==> src/rtl/bp_pkg.sv <==
// Shared types, counter encodings and the saturating-counter update for the gshare predictor.
package bp_pkg;

    typedef logic [1:0] bp_ctr_t;

    localparam bp_ctr_t CTR_SNT    = 2'd0;
    localparam bp_ctr_t CTR_WNT    = 2'd1;
    localparam bp_ctr_t CTR_WT     = 2'd2;
    localparam bp_ctr_t CTR_ST     = 2'd3;
    localparam int      BP_INDEX_W = 8;

    typedef enum logic {
        ST_INIT  = 1'b0,
        ST_READY = 1'b1
    } bp_state_e;

    // Two-bit saturating counter step; never wraps at either end.
    function automatic bp_ctr_t bp_ctr_next(bp_ctr_t c, logic taken);
        bp_ctr_t n;
        n = c;
        if (taken) begin
            if (c != CTR_ST) n = c + 2'd1;
        end else begin
            if (c != CTR_SNT) n = c - 2'd1;
        end
        return n;
    endfunction

endpackage

==> src/rtl/gshare_pht.sv <==
// Pattern history table: registered query read with write-first bypass,
// asynchronous read for the training read-modify-write, single write port.
module gshare_pht
    import bp_pkg::*;
#(
    parameter int INDEX_W = BP_INDEX_W
) (
    input  logic               clk,
    input  logic [INDEX_W-1:0] rd_idx,
    output bp_ctr_t            rd_data,
    input  logic [INDEX_W-1:0] upd_rd_idx,
    output bp_ctr_t            upd_rd_data,
    input  logic               we,
    input  logic [INDEX_W-1:0] wr_idx,
    input  bp_ctr_t            wr_data
);

    bp_ctr_t mem [0:(2**INDEX_W)-1];
    bp_ctr_t rd_data_q;

    always_ff @(posedge clk) begin
        if (we) begin
            mem[wr_idx] <= wr_data;
        end
        // Same-cycle write to the queried entry must be visible in the registered read.
        if (we && (wr_idx == rd_idx)) begin
            rd_data_q <= wr_data;
        end else begin
            rd_data_q <= mem[rd_idx];
        end
    end

    assign rd_data     = rd_data_q;
    assign upd_rd_data = mem[upd_rd_idx];

endmodule

==> src/rtl/gshare_predictor.sv <==
// Gshare direction predictor: init FSM, global history, PHT training mux.
// Define BRANCH_PRED_STATS_EN to add the resolved-branch / mispredict counters.
module gshare_predictor
    import bp_pkg::*;
#(
    parameter int INDEX_W = BP_INDEX_W
) (
    input  logic               clk,
    input  logic               rst,
    input  logic [31:0]        query_pc,
    output logic [INDEX_W-1:0] pc_xor_global_history,
    output logic               prediction,
    output logic               ready,
    input  logic               upd_valid,
    input  logic [INDEX_W-1:0] upd_index,
    input  logic               upd_taken,
    input  logic               upd_mispredict
`ifdef BRANCH_PRED_STATS_EN
    ,
    output logic [31:0]        stat_branches,
    output logic [31:0]        stat_mispredicts
`endif
);

    bp_state_e          state_q, state_d;
    logic [INDEX_W-1:0] init_idx_q, init_idx_d;
    logic [INDEX_W-1:0] ghr_q, ghr_d;
    logic               pred_en_q;
    logic               pht_we;
    logic [INDEX_W-1:0] pht_wr_idx;
    bp_ctr_t            pht_wr_data;
    bp_ctr_t            pht_rd_data;
    bp_ctr_t            pht_upd_data;
    logic               train;
    logic               unused_bits;

    assign pc_xor_global_history = query_pc[INDEX_W+1:2] ^ ghr_q;
    assign train                 = (state_q == ST_READY) && upd_valid;
    assign ready                 = (state_q == ST_READY);
    // The read register is not reset, so the enable keeps prediction low through reset/init.
    assign prediction            = pred_en_q & pht_rd_data[1];

    always_comb begin
        state_d     = state_q;
        init_idx_d  = init_idx_q;
        ghr_d       = ghr_q;
        pht_we      = 1'b0;
        pht_wr_idx  = upd_index;
        pht_wr_data = bp_ctr_next(pht_upd_data, upd_taken);
        case (state_q)
            ST_INIT: begin
                pht_we      = 1'b1;
                pht_wr_idx  = init_idx_q;
                pht_wr_data = CTR_WNT;
                init_idx_d  = init_idx_q + 1'b1;
                if (&init_idx_q) state_d = ST_READY;
            end
            ST_READY: begin
                if (upd_valid) begin
                    pht_we = 1'b1;
                    ghr_d  = {ghr_q[INDEX_W-2:0], upd_taken};
                end
            end
            default: state_d = ST_INIT;
        endcase
        if (rst) pht_we = 1'b0;
    end

    always_ff @(posedge clk) begin
        if (rst) begin
            state_q    <= ST_INIT;
            init_idx_q <= '0;
            ghr_q      <= '0;
            pred_en_q  <= 1'b0;
        end else begin
            state_q    <= state_d;
            init_idx_q <= init_idx_d;
            ghr_q      <= ghr_d;
            pred_en_q  <= (state_q == ST_READY);
        end
    end

    gshare_pht #(
        .INDEX_W (INDEX_W)
    ) u_pht (
        .clk         (clk),
        .rd_idx      (pc_xor_global_history),
        .rd_data     (pht_rd_data),
        .upd_rd_idx  (upd_index),
        .upd_rd_data (pht_upd_data),
        .we          (pht_we),
        .wr_idx      (pht_wr_idx),
        .wr_data     (pht_wr_data)
    );

`ifdef BRANCH_PRED_STATS_EN
    logic [31:0] stat_br_q, stat_mp_q;

    always_ff @(posedge clk) begin
        if (rst) begin
            stat_br_q <= '0;
            stat_mp_q <= '0;
        end else if (train) begin
            stat_br_q <= stat_br_q + 32'd1;
            if (upd_mispredict) stat_mp_q <= stat_mp_q + 32'd1;
        end
    end

    assign stat_branches    = stat_br_q;
    assign stat_mispredicts = stat_mp_q;
    assign unused_bits      = ^{query_pc[31:INDEX_W+2], query_pc[1:0]};
`else
    assign unused_bits      = ^{query_pc[31:INDEX_W+2], query_pc[1:0], upd_mispredict, train};
`endif

endmodule
==> config.mk <==
export PLATFORM = sky130hd
export DESIGN_NAME = gshare_predictor
export DESIGN_NICKNAME = d
export VERILOG_FILES = /design/src/rtl/bp_pkg.sv /design/src/rtl/gshare_pht.sv /design/src/rtl/gshare_predictor.sv
export SDC_FILE = /design/constraint.sdc
export NUM_CORES = 1
export LEC_CHECK = 0
export CAP_MARGIN = 5
export CORE_MARGIN = 8
export CORE_UTILIZATION = 50
export DETAILED_ROUTE_END_ITERATION = 10
export GPL_TIMING_DRIVEN = 0
export PLACE_DENSITY = 0.71
export SLEW_MARGIN = 40
export SYNTH_ARGS = -nofsm -noshare
export SYNTH_HDL_FRONTEND = slang
export SYNTH_SLANG_ARGS = --single-unit
==> constraint.sdc <==
create_clock -name clk -period 17.45 [get_ports clk]
set_clock_uncertainty 0.2 [all_clocks]
set_input_delay 3.49 -clock clk [delete_from_list [all_inputs] [get_ports clk]]
set_output_delay 3.49 -clock clk [all_outputs]
set_load 0.02 [all_outputs]
Yosys cells after proc, flatten, opt, wreduce, memory -nomap -nowiden
Memories as Yosys holds them, arrays and structs flattened. A register that Yosys moved wholly into a read port is not among the register bits.
Cells that the tools add are included.
{"block": "op_classes", "n_reduce_logical": 3, "n_addsub": 3, "n_mux": 12, "n_bitwise": 3, "n_eq_ne": 1}
{"op": "8-bit by 1-bit adder with 8-bit output (second input constant)", "count": 1}
{"op": "2-bit two-way mux", "count": 4}
{"op": "8-bit two-way mux", "count": 1}
{"op": "8-bit AND reduction", "count": 1}
{"op": "8-bit XOR", "count": 1}
{"op": "1-bit two-way mux", "count": 6}
{"op": "2-bit by 1-bit adder with 2-bit output (second input constant)", "count": 1}
{"op": "2-bit != test (second input constant)", "count": 1}
{"op": "1-bit case mux with 2 select lines", "count": 1}
{"op": "2-bit AND reduction", "count": 1}
{"op": "2-bit nonzero test", "count": 1}
{"op": "2-bit by 1-bit subtractor with 2-bit output (second input constant)", "count": 1}
{"op": "1-bit AND", "count": 1}
{"op": "1-bit inverter", "count": 1}
{"block": "word_totals", "n_memories": 1, "ram_bits": 512, "wordCells": 27, "in_bits": 45, "register_bits": 18, "out_inout_bits": 10}
{"memory": "u_pht.mem", "depth": 256, "word_bits": 2, "read_ports": 2, "rd_clocked_by_memory_dff": 1, "write_ports": 1, "line": "gshare_pht.sv:18", "text": "bp_ctr_t mem [0:(2**INDEX_W)-1];"}

Logic depth before layout (Yosys ltp)
{"block": "logic_depth", "word_depth": 5, "mapped_depth": 13, "ltp_nobuf": 8}

By module
Synthesis repeated with hierarchy kept, for this count alone.
{"block": "unflattened", "hier_cells": 1766, "hier_area_um2": 26738.1}
{"module": "gshare_pht", "area_per_inst_um2": 25822.3, "instances": 1, "cells_per_inst": 1659, "seq_area_each_um2": 15534.9}
{"module": "gshare_predictor", "area_per_inst_um2": 915.9, "instances": 1, "cells_per_inst": 107, "seq_area_each_um2": 360.3}

Least setup slack after synthesis
Ideal clock, no wire load.
{"block": "synth_timing", "kind": "input to register", "from": "input port upd_index[0]", "to": "memory u_pht.mem[0][1] in the netlist's numbering, data pin", "cell_stages": 12, "setup_ps": 2188, "setup_slack_ps": -221, "path_buffers": 4, "t_required_ps": 15062, "t_arrival_ps": 15283, "cell_sequence": "buf_4 > buf_6 > buf_6 > buf_4 > mux2i_1 > o221ai_1 > o22ai_1 > nor3_1 > nor4_1 > nor4_1 > o21ai_0 > o21ai_0"}
{"block": "synth_via", "elab_chain_len": 5, "elab_cells_between_ends": 9, "classes_between": "add/sub: 2; eq/ne: 1; mux: 4; reduce/logical: 1; memory: 1"}
{"element": "start, declared", "line": "gshare_predictor.sv:15", "text": "input logic [INDEX_W-1:0] upd_index,"}
{"element": "memory read 256 x 2 bit *"}
{"element": "2-bit by 1-bit subtractor with 2-bit output (tied with other cells)", "line": "bp_pkg.sv:24", "text": "if (c != CTR_SNT) n = c - 2'd1;"}
{"element": "2-bit two-way mux (on tied branches)", "line": "bp_pkg.sv:24, bp_pkg.sv:22"}
{"element": "2-bit two-way mux *", "line": "bp_pkg.sv:21", "text": "if (taken) begin"}
{"element": "2-bit two-way mux *", "line": "gshare_predictor.sv:50", "text": "case (state_q)"}
{"element": "via pht_wr_data[1]", "line": "gshare_predictor.sv:31", "text": "bp_ctr_t pht_wr_data;"}
{"element": "end, declared", "line": "gshare_pht.sv:18"}
Mark *: on every way through the listed nets, which the timed path passes. The rest lies on a longest branch.

Worst setup path in the final report
{"block": "layout_timing", "from": "input port upd_index[1]", "to": "memory u_pht.mem[219][0] in the netlist's numbering, data pin"}
The elaborated chain is that of the path after synthesis.

==> impl_results.md <==
- Final Setup Violations: 0
- Io pins: 55
- Sw Share: 0.2298
- Core area: 0.04765 sq mm
- Worst hold stages: 2
- Fin Setup TNS: 0 ns
- CP max stage cell: nor4_1
- Die X: 235.4 um
- Fmax: 115.2 MHz
- Clock Power Share: 0.409
- Worst Hold Path EP: ghr_q[7]
- Avg Inst Size Synth: 16.39 sq um
- Initial Utilization: 0.5053
- Relative slew slack: 0.3477
- Post-CTS sizing: 0
- Share of power burned in registers: 0.521
- Sw power: 0.0006157 W
- Main synth FF type: edfxtp_1
- Post-synthesis sequential area ratio: 0.6603
- Unrepaired setup endpoints after global routing: false
- Peak supply drop: 0.07638 mV
- Number of clock sinks: 538
- Die height: 235.4 um
- P_int: 0.002063 W
- Wire length per cell: 33.73 um
- Clock Tree Buf Depth: 3
- Skew-Pair Late Insertion Delay: 0.63 ns
- R2R depth: 11
- Yosys top cell by area: edfxtp_1
- Initial antenna violation count: 0
- WP data required: 17.73 ns
- CTS tree: built
- I/O Buffers: 26
- Cell area after synthesis: 0.02407 sq mm
- Critical path class: in2reg
- First-pass GRT wire length: 107200 um
- Vias post-DR: 15470
- CP most frequent cell: buf_2
- Setup Fix Bufs, Post-CTS: 0
- Fin area: 0.02724 sq mm
- Crit path DAT: 8.96 ns
- Final global-route overflow total: 0
- PnR worst setup slack: 8.768 ns
- Least-Margin Pin Slew: 0.9659 ns
- Min Tclk post-route: 8.682 ns
- Crit-path cells: clkdlybuf4s50_1 -> buf_2 -> buf_2 -> buf_2 -> buf_2 -> mux4_2 -> o31ai_1 -> nor4_1 -> o21ai_0 -> a31oi_4 -> buf_8 -> buf_8 -> buf_16
- R2r setup slk: 13.27 ns
- Worst slack, placed: 8.323 ns
- Util after Layout: 0.5718
- Total CTS buffers: 54
- H-tree depth: 2
- Leak pwr: 8.667 nW
- Crit end category: register
- Post-synth ARST share: 0
- Post-route ant nets: 0
- Ant diodes: 0
- Status: finished clean
- Final Hold Vio Count: 0
- Pwr dens: 98.33 mW/mm^2
- Pins Over Slew Limit: 0
- Slowest stage delay, CP: 0.77 ns
- DP Area: 0.02561 sq mm
- Gate Count Post-Synth: 1469
- Number of global-route vias before repair: 15410
- Routability congestion estimate from global placement: 1.018
- HPWL after detailed placement: 51280 um
- Die area: 0.05543 sq mm
- CTS Hold Bufs: 0
- # DRC: 0
- Hold Startpoint: ghr_q[7]
- Site row count: 80
- Worst-path clk slew: 0.06 ns
- Worst-path maximum fanout: 27
- Drt via density: 6.923
- DRT iter0 DRCs: 2530
- Final hold slack: 0.2687 ns
- Fin nets: 1620
- Syn nets: 1515
- Largest net degree at the start of global routing: 29
- Combinational Power Share: 0.070
- Period Utilization, post-route: 0.4975
- RR Startpoint: u_pht.mem[247][1]
- Final wirelength: 75350 um
- Top cells by area, synth: edfxtp_1, mux4_2, nor2_1
- Proportion of layout cells with a drive suffix above 1: 0.2217
- CP Launch Type: input pin
- Synth Warn #: 0
- Number of synthesized register bits: 538
- DR pass1 iterations: 6
- CTS Root Cell: clkbuf_16
- Hold WC Path Type: reg2reg
- Reg-to-reg endpoint: u_pht.mem[219][0]
- GR Util All Layers: 0.2681
- Area Growth Syn to Fin: 13.16%
- Post-synth EDFFs: 512
- Synth top area share: 0.6386
- Distinct cells, synth: 51
- Max_cap viols: 0
power by group through the flow:
stage	clock, W	sequential [W]	combinational, W
after CTS	0.00110	0.00140	0.000180
final	0.00110	0.00140	0.000186
after floorplan	0	0.00142	0.000107
after detailed placement	0	0.00142	0.000180
after global routing	0.00114	0.00140	0.000189
after global placement	0	0.00142	0.000178
worst max-delay path, delay by kind of cell:
family | cells | cell delay (ns)
buffers and inverters | 8 | 3.27
AOI/OAI and AO/OA | 3 | 1.07
and+or+nand+nor | 1 | 0.77
muxes | 1 | 0.28
cells by family after synthesis:
family | Yosys count | share of synthesized area
xor gates and xnor gates | 12 | 0.004366
adders and majority gates | 1 | 0.0005196
AOI/OAI and AO/OA | 139 | 0.04085
DFF | 538 | 0.6603
and+or+nand+nor | 396 | 0.06595
muxes | 265 | 0.2051
buffers and inverters | 118 | 0.02297
stage by stage:
| step | power, W | std cells |
|---|---|---|
| after floorplan | 0.001530 | 1469 |
| after global placement | 0.001601 | 2110 |
| after detailed placement | 0.001603 | 2133 |
| after CTS | 0.002671 | 2234 |
| after global routing | 0.002726 | 2234 |
| final | 0.002679 | 2234 |
state kept, by name (all words and copies together), names as in the netlist, named ones only:
name        count
pred_en_q       1
u_pht.mem     512
init_idx_q      8
ready           1
ghr_q           8
worst max path at each step:
stage / startpoint / slack [ns] / depth (start not counted) / endpoint
2_1_floorplan: upd_index[0] / 2.49 / 10 / u_pht.mem[0][0]
3_3_place_gp: upd_index[1] / -6.64 / 10 / u_pht.mem[82][0]
3_5_place_dp: upd_index[1] / 8.32 / 13 / u_pht.mem[218][0]
4_1_cts: query_pc[9] / 8.82 / 3 / pc_xor_global_history[7]
5_1_grt: query_pc[9] / 8.81 / 3 / pc_xor_global_history[7]
6_report: upd_index[1] / 8.77 / 13 / u_pht.mem[219][0]
final cells by class:
type,count,area [sq um]
Buffer,108,561.8
Clock buffer,72,1454
Clock inverter,29,175.2
Fill cell,3621,20400
Inverter,10,37.54
Multi-Input combinational cell,813,7660
Sequential cell,538,15900
Tap cell,615,769.5
Timing Repair Buffer,49,689.4
placed cells by master, fill, tap and decap left out, types with 3 or more instances in the layout:
| cell | synthesis | layout |
|---|---|---|
| a22o_1 | 4 | 4 |
| nor3_1 | 14 | 14 |
| o211ai_1 | 4 | 4 |
| nand2_1 | 68 | 68 |
| mux4_2 | 182 | 182 |
| nor4_1 | 5 | 5 |
| a22oi_1 | 10 | 10 |
| o21ai_0 | 11 | 10 |
| clkbuf_2 | 0 | 30 |
| clkbuf_1 | 65 | 50 |
| a211oi_1 | 4 | 4 |
| mux2i_1 | 77 | 77 |
| buf_1 | 11 | 4 |
| buf_6 | 6 | 7 |
| nand2b_1 | 4 | 4 |
| buf_4 | 13 | 13 |
| buf_16 | 0 | 7 |
| a21oi_1 | 32 | 32 |
| nand3_1 | 7 | 7 |
| clkinv_2 | 0 | 8 |
| inv_1 | 9 | 9 |
| a31oi_1 | 4 | 3 |
| nor2b_1 | 5 | 5 |
| o221ai_1 | 33 | 33 |
| buf_8 | 0 | 15 |
| nand4_1 | 3 | 3 |
| clkdlybuf4s50_1 | 0 | 26 |
| clkbuf_16 | 0 | 55 |
| xnor2_1 | 4 | 4 |
| clkinv_1 | 0 | 15 |
| dfxtp_1 | 26 | 26 |
| nor2_1 | 280 | 280 |
| o22ai_1 | 17 | 17 |
| buf_2 | 13 | 20 |
| mux2_2 | 6 | 6 |
| o31ai_1 | 3 | 3 |
| edfxtp_1 | 512 | 512 |
| xor2_1 | 8 | 8 |
Yosys cell counts, types with 3 or more instances:
| cell | n |
|---|---|
| buf_6 | 6 |
| nand4_1 | 3 |
| nor4_1 | 5 |
| o221ai_1 | 33 |
| a211oi_1 | 4 |
| buf_1 | 11 |
| a22o_1 | 4 |
| mux2i_1 | 77 |
| o31ai_1 | 3 |
| o22ai_1 | 17 |
| a21oi_1 | 32 |
| mux2_2 | 6 |
| inv_1 | 9 |
| o21ai_0 | 11 |
| nor2b_1 | 5 |
| dfxtp_1 | 26 |
| buf_2 | 13 |
| xnor2_1 | 4 |
| buf_4 | 13 |
| nor3_1 | 14 |
| mux4_2 | 182 |
| nand2b_1 | 4 |
| o211ai_1 | 4 |
| a22oi_1 | 10 |
| clkbuf_1 | 65 |
| nand3_1 | 7 |
| nand2_1 | 68 |
| xor2_1 | 8 |
| a31oi_1 | 4 |
| nor2_1 | 280 |
| edfxtp_1 | 512 |
metal layers:
layer  vias to the layer above  global-route usage  wire length, um
met2                      1247              0.4011            33290
li1                       6091                   -                -
met4                         0              0.1592             5052
met1                      7841              0.3373            26250
met5                         -                   0                0
met3                       287             0.09164            10760
No activity file was read; power rests on OpenSTA's default activity.
==> patch 1, RTL diff (same flow settings) <==
Set the package constant `BP_INDEX_W` to 7 (it was 8).
--- a/src/rtl/bp_pkg.sv
+++ b/src/rtl/bp_pkg.sv
@@ -8,5 +8,5 @@
     localparam bp_ctr_t CTR_WT     = 2'd2;
     localparam bp_ctr_t CTR_ST     = 2'd3;
-    localparam int      BP_INDEX_W = 8;
+    localparam int      BP_INDEX_W = 7;
 
     typedef enum logic {
Ports: changed (resized pc_xor_global_history and upd_index); port bits go from 55 to 53. The function was not compared with the original's and may differ.
==> patch 1 against the unedited design <==
Routed wire length shrank 54%. Sequential cell count shrank 259. Worst setup slack gained 130 ps. Via count shrank 50%. Total power shrank 44%. Sequential share of layout area shrank 1.7 points. Cell area shrank 47%. Global-route usage shrank 3.9 points. Synthesized area shrank 48%. Critical endpoint is now pc_xor_global_history[3].
==> patch 1: results (changes against the unedited design) <==
yosys:
  synth_area_leaders: "edfxtp_1, mux4_2, nor2_1, dfxtp_1, mux2i_1"  # was edfxtp_1, mux4_2, nor2_1, mux2i_1, dfxtp_1
  synth-compound-area-share: 0.0375  # was 0.0409
  synthAdderAreaFrac: 0.000997  # was 0.000520
  synth_cell_types: 44  # was 51
  muxShareOfSynthArea: 0.197  # was 0.205
  seq_area_frac_synth: 0.649  # was 0.660
power:
  swShare: 0.212  # was 0.230
  power_frac_seq: 0.482  # was 0.521
  p_leak_nw: 4.63  # was 8.67 nW
  powerComb_mw: 0.0950  # was 0.186 mW
worst_setup_path:
  startpoint: "query_pc[5]"  # was upd_index[1]
  crit_arrival_ps: 4860  # was 8960 ps
  max_stage_delay_ps: 650  # was 770 ps
  r2r_cells: 9  # was 11
  reg2reg_setup_slack_ps: 13910  # was 13270 ps
  cp_max_fo: 2  # was 27
  worstReg2RegStart: "u_pht.mem[61][0]$_DFFE_PP_"  # was u_pht.mem[247][1]$_DFFE_PP_
drt:
  dr.pass1.iters: 5  # was 6
  drtIter0Drc: 1083  # was 2530
global_routing:
  grt_use_total: 0.229  # was 0.268
  antenna_found_initial: 3  # was 0
hold_path:
  min_to: "ghr_q[6]$_SDFFE_PP0P_"  # was ghr_q[7]$_SDFFE_PP0P_
  hp-start: "ghr_q[6]$_SDFFE_PP0P_"  # was ghr_q[7]$_SDFFE_PP0P_
run_status:
  status: "complete, no violations"  # unchanged
place:
  gp_congestion: 0.985  # was 1.02
-- patch 1: metrics by stage --
stage / hold slack [ps] / util / worst slack (ps)
after floorplan: 248 / - / 5690
after global placement: 263 / 0.529 / -412
after global routing: 290 / 0.578 / 8870
final: 270 / 0.578 / 8900
after CTS: 271 / 0.578 / 8920
after detailed placement: 263 / 0.536 / 8930
-- patch 1: routing by layer --
layer  up-vias  global-route usage  wire length [microns]
met5         -                   0                     13
met3       101              0.0634                   4040
met4         2               0.110                   1780
met1      3895               0.300                  13100
met2       536               0.350                  16100
li1       3246                   -                      -
-- patch 1: cell type report --
class                      instances  area [sq um]
sequential                       279          8150
antenna                            1          2.50
fill                            1901         10500
tap                              330           413
multi-input combinational        456          4150
inverter                           6          22.5
timing repair buffer              31           337
clock inverter                    19           305
clock buffer                      35           748
buffer                            48           272
-- patch 1: worst min-delay path, delay by kind of cell, from the launching register on --
kind	cells	cell delay [ps]
AO/OA/AOI/OAI	1	50
flip-flops	1	320
AND/OR/NAND/NOR	1	50
==> patch 2, RTL diff (config.mk and constraints unchanged) <==
Without the edit above. Put a register stage on the output `prediction`, cleared by the reset. The value now appears one clock later. The other outputs are not delayed to match.
--- a/src/rtl/gshare_predictor.sv
+++ b/src/rtl/gshare_predictor.sv
@@ -39,5 +39,11 @@
     assign ready                 = (state_q == ST_READY);
     // The read register is not reset, so the enable keeps prediction low through reset/init.
-    assign prediction            = pred_en_q & pht_rd_data[1];
+    always_ff @(posedge clk) begin
+        if (rst) begin
+            prediction <= '0;
+        end else begin
+            prediction <= pred_en_q & pht_rd_data[1];
+        end
+    end
 
     always_comb begin
Check against the original RTL: same outputs for any inputs over 10 cycles, from zero or initial values and one cycle with rst high; that may be too few to reach the edited logic, so the function may still have changed.
==> patch 2 against the unedited design <==
Worst setup slack better by 68 ps. Synthesized area hardly changed. Utilization is 0.092 points lower. First-iteration DRC count is 3.2% lower. Critical endpoint is now u_pht.mem[79][0]$_DFFE_PP_. Cell area is 0.16% lower. Total power is 1.2% higher. Routed wire length is 1.7% higher. Register-to-register slack worse by 200 ps. Sequential cell count is 1 higher. Worst hold slack better by 6.2 ps.
==> patch 2: results (changes against the unedited design) <==
layout:
  num_antenna_cells: 0  # unchanged
  reg.largest.list: "u_pht.mem x512, ghr_q x8, init_idx_q x8"  # unchanged
  nFillCells: 3628  # was 3621
  drive_gt1_frac: 0.224  # was 0.222
  nNetsFinal: 1618  # was 1620
clock_tree:
  numCtsBuffers: 53  # was 54
  clockRootBuffer: "clkbuf_16"  # unchanged
  clk_latency_ps: 630  # about the same
  ctsResizeCount: 0  # unchanged
  postCtsSetupBuffers: 0  # unchanged
  h-tree-depth: 2  # unchanged
  cts.clk_slew.worst_paths_ps: 70
  clock_path_buffers: 3  # unchanged
worst_setup_path:
  startpoint: "upd_index[1]"  # unchanged
  worstReg2RegStart: "u_pht.mem[90][1]$_DFFE_PP_"  # was u_pht.mem[247][1]$_DFFE_PP_
  r2r_cells: 12  # was 11
  reg2reg_setup_slack_ps: 13070  # was 13270 ps
  crit_path_top_delay_cell: "o31ai_1"  # was nor4_1
  cp_max_fo: 26  # was 27
  crit_arrival_ps: 8870  # was 8960 ps
  max_stage_delay_ps: 770  # about the same
  rr_endpoint: "u_pht.mem[79][0]$_DFFE_PP_"  # was u_pht.mem[219][0]$_DFFE_PP_
drt:
  drcViolationCount: 0  # unchanged
  drtIter0Drc: 2449  # was 2530
  dr.pass1.iters: 6  # unchanged
  avgViaCountPerCell: 6.91  # was 6.92
  wl_microns: 76700  # was 75400 microns
run_status:
  status: "complete, no violations"  # unchanged
global_routing:
  grt_use_total: 0.273  # was 0.268
  antenna_found_initial: 3  # was 0
  grt_pass1_wl_microns: 109000  # was 107000 microns
  grt_pass1_vias: 15200  # was 15400
  grt_max_degree: 28  # was 29
place:
  gp_congestion: 1.02  # about the same
  post-dp-hpwl_microns: 52000  # was 51300 microns
  portBuffers: 26  # unchanged
hold_path:
  min_to: "ghr_q[2]$_SDFFE_PP0P_"  # was ghr_q[7]$_SDFFE_PP0P_
  hp-start: "ghr_q[1]$_SDFFE_PP0P_"  # was ghr_q[7]$_SDFFE_PP0P_
  min_path_type: "reg2reg"  # unchanged
  worstHoldPathCells: 2  # unchanged
power:
  ir_worst_vdd_mv: 0.0805  # was 0.0764 mV
  p_leak_nw: 8.64  # was 8.67 nW
yosys:
  synth-warning-count: 0  # unchanged
  seq_area_frac_synth: 0.662  # was 0.660
  yosys-top-cells-count: "edfxtp_1, nor2_1, mux4_2"  # unchanged
  synthArstFlopShare: 0  # unchanged
  ys.flop_type: "edfxtp_1"  # unchanged
  synth_edf_count: 512  # unchanged
  syn_nets: 1514  # was 1515
  synth_cell_types: 50  # was 51
  synth_area_leaders: "edfxtp_1, mux4_2, nor2_1, mux2i_1, dfxtp_1"  # unchanged
timing:
  worstMarginPinSlew_ps: 918  # was 966 ps
  holdWs_ps: 275  # was 269 ps
  slew_viol_final: 0  # unchanged
patch 2: cells by family (layout without fill, tap and decap cells):
| logic type | Yosys count | count (layout) | synth area share |
|---|---|---|---|
| flip-flops | 539 | 539 | 0.662 |
| multiplexers | 264 | 264 | 0.205 |
| AO/OA/AOI/OAI | 138 | 138 | 0.0405 |
| AND/OR/NAND/NOR | 396 | 396 | 0.0662 |
| XOR/XNOR | 12 | 12 | 0.00437 |
| adder cells (fa/ha/maj) | 1 | 1 | 0.000520 |
| buffers and inverters | 118 | 261 | 0.0215 |
patch 2: power by group:
part	leakage, nW	internal (mW)	switching, mW
registers	4.96	1.40	0.00222
logic	2.87	0.0701	0.117
clock network	0.805	0.628	0.498
total	8.64	2.09	0.618
patch 2: layout make-up:
type | instances | area, sq um | area share
flip-flops and latches | 539 | 15900 | 0.585
well taps | 615 | 769 | 0.0283
clock buffers | 61 | 1360 | 0.0499
repair buffers | 49 | 643 | 0.0236
clock inverters | 33 | 290 | 0.0107
plain buffers | 108 | 531 | 0.0195
inverters | 10 | 37.5 | 0.00138
multi-input cells | 811 | 7660 | 0.281
patch 2: metrics by stage:
step / instance area (sq um) / worst slack [ps] / instances
4_1_cts: 27200 / 8810 / 2226
6_report: 27200 / 8840 / 2226
5_1_grt: 27200 / 8770 / 2226
3_5_place_dp: 25500 / 8270 / 2132
2_1_floorplan: 24100 / 2440 / 1468
3_3_place_gp: 25100 / -6750 / 2109
patch 2: how the worst max path moves through the flow:
| stage | endpoint | slack (ps) | depth (start not counted) |
|---|---|---|---|
| floorplan | u_pht.mem[0][0]$_DFFE_PP_ | 2440 | 10 |
| global placement | u_pht.mem[94][0]$_DFFE_PP_ | -6750 | 11 |
| detailed placement | u_pht.mem[77][0]$_DFFE_PP_ | 8270 | 14 |
| CTS | u_pht.mem[79][0]$_DFFE_PP_ | 8810 | 14 |
| global route | u_pht.mem[219][0]$_DFFE_PP_ | 8770 | 15 |
| finish | u_pht.mem[79][0]$_DFFE_PP_ | 8840 | 15 |
patch 2: routing by layer:
metal / global-route usage / routed length (microns) / up-vias
met2: 0.415 / 34400 / 1244
met5: 0 / 11 / -
met1: 0.350 / 27300 / 7761
li1: - / - / 6090
met3: 0.0905 / 10300 / 275
met4: 0.140 / 4630 / 2
patch 2: worst max-delay path: cells and delay by family:
kind / cells / cell delay, ps
compound gates: 4 / 1880
buf+inv: 8 / 2920
mux: 1 / 350
simple gates: 2 / 180
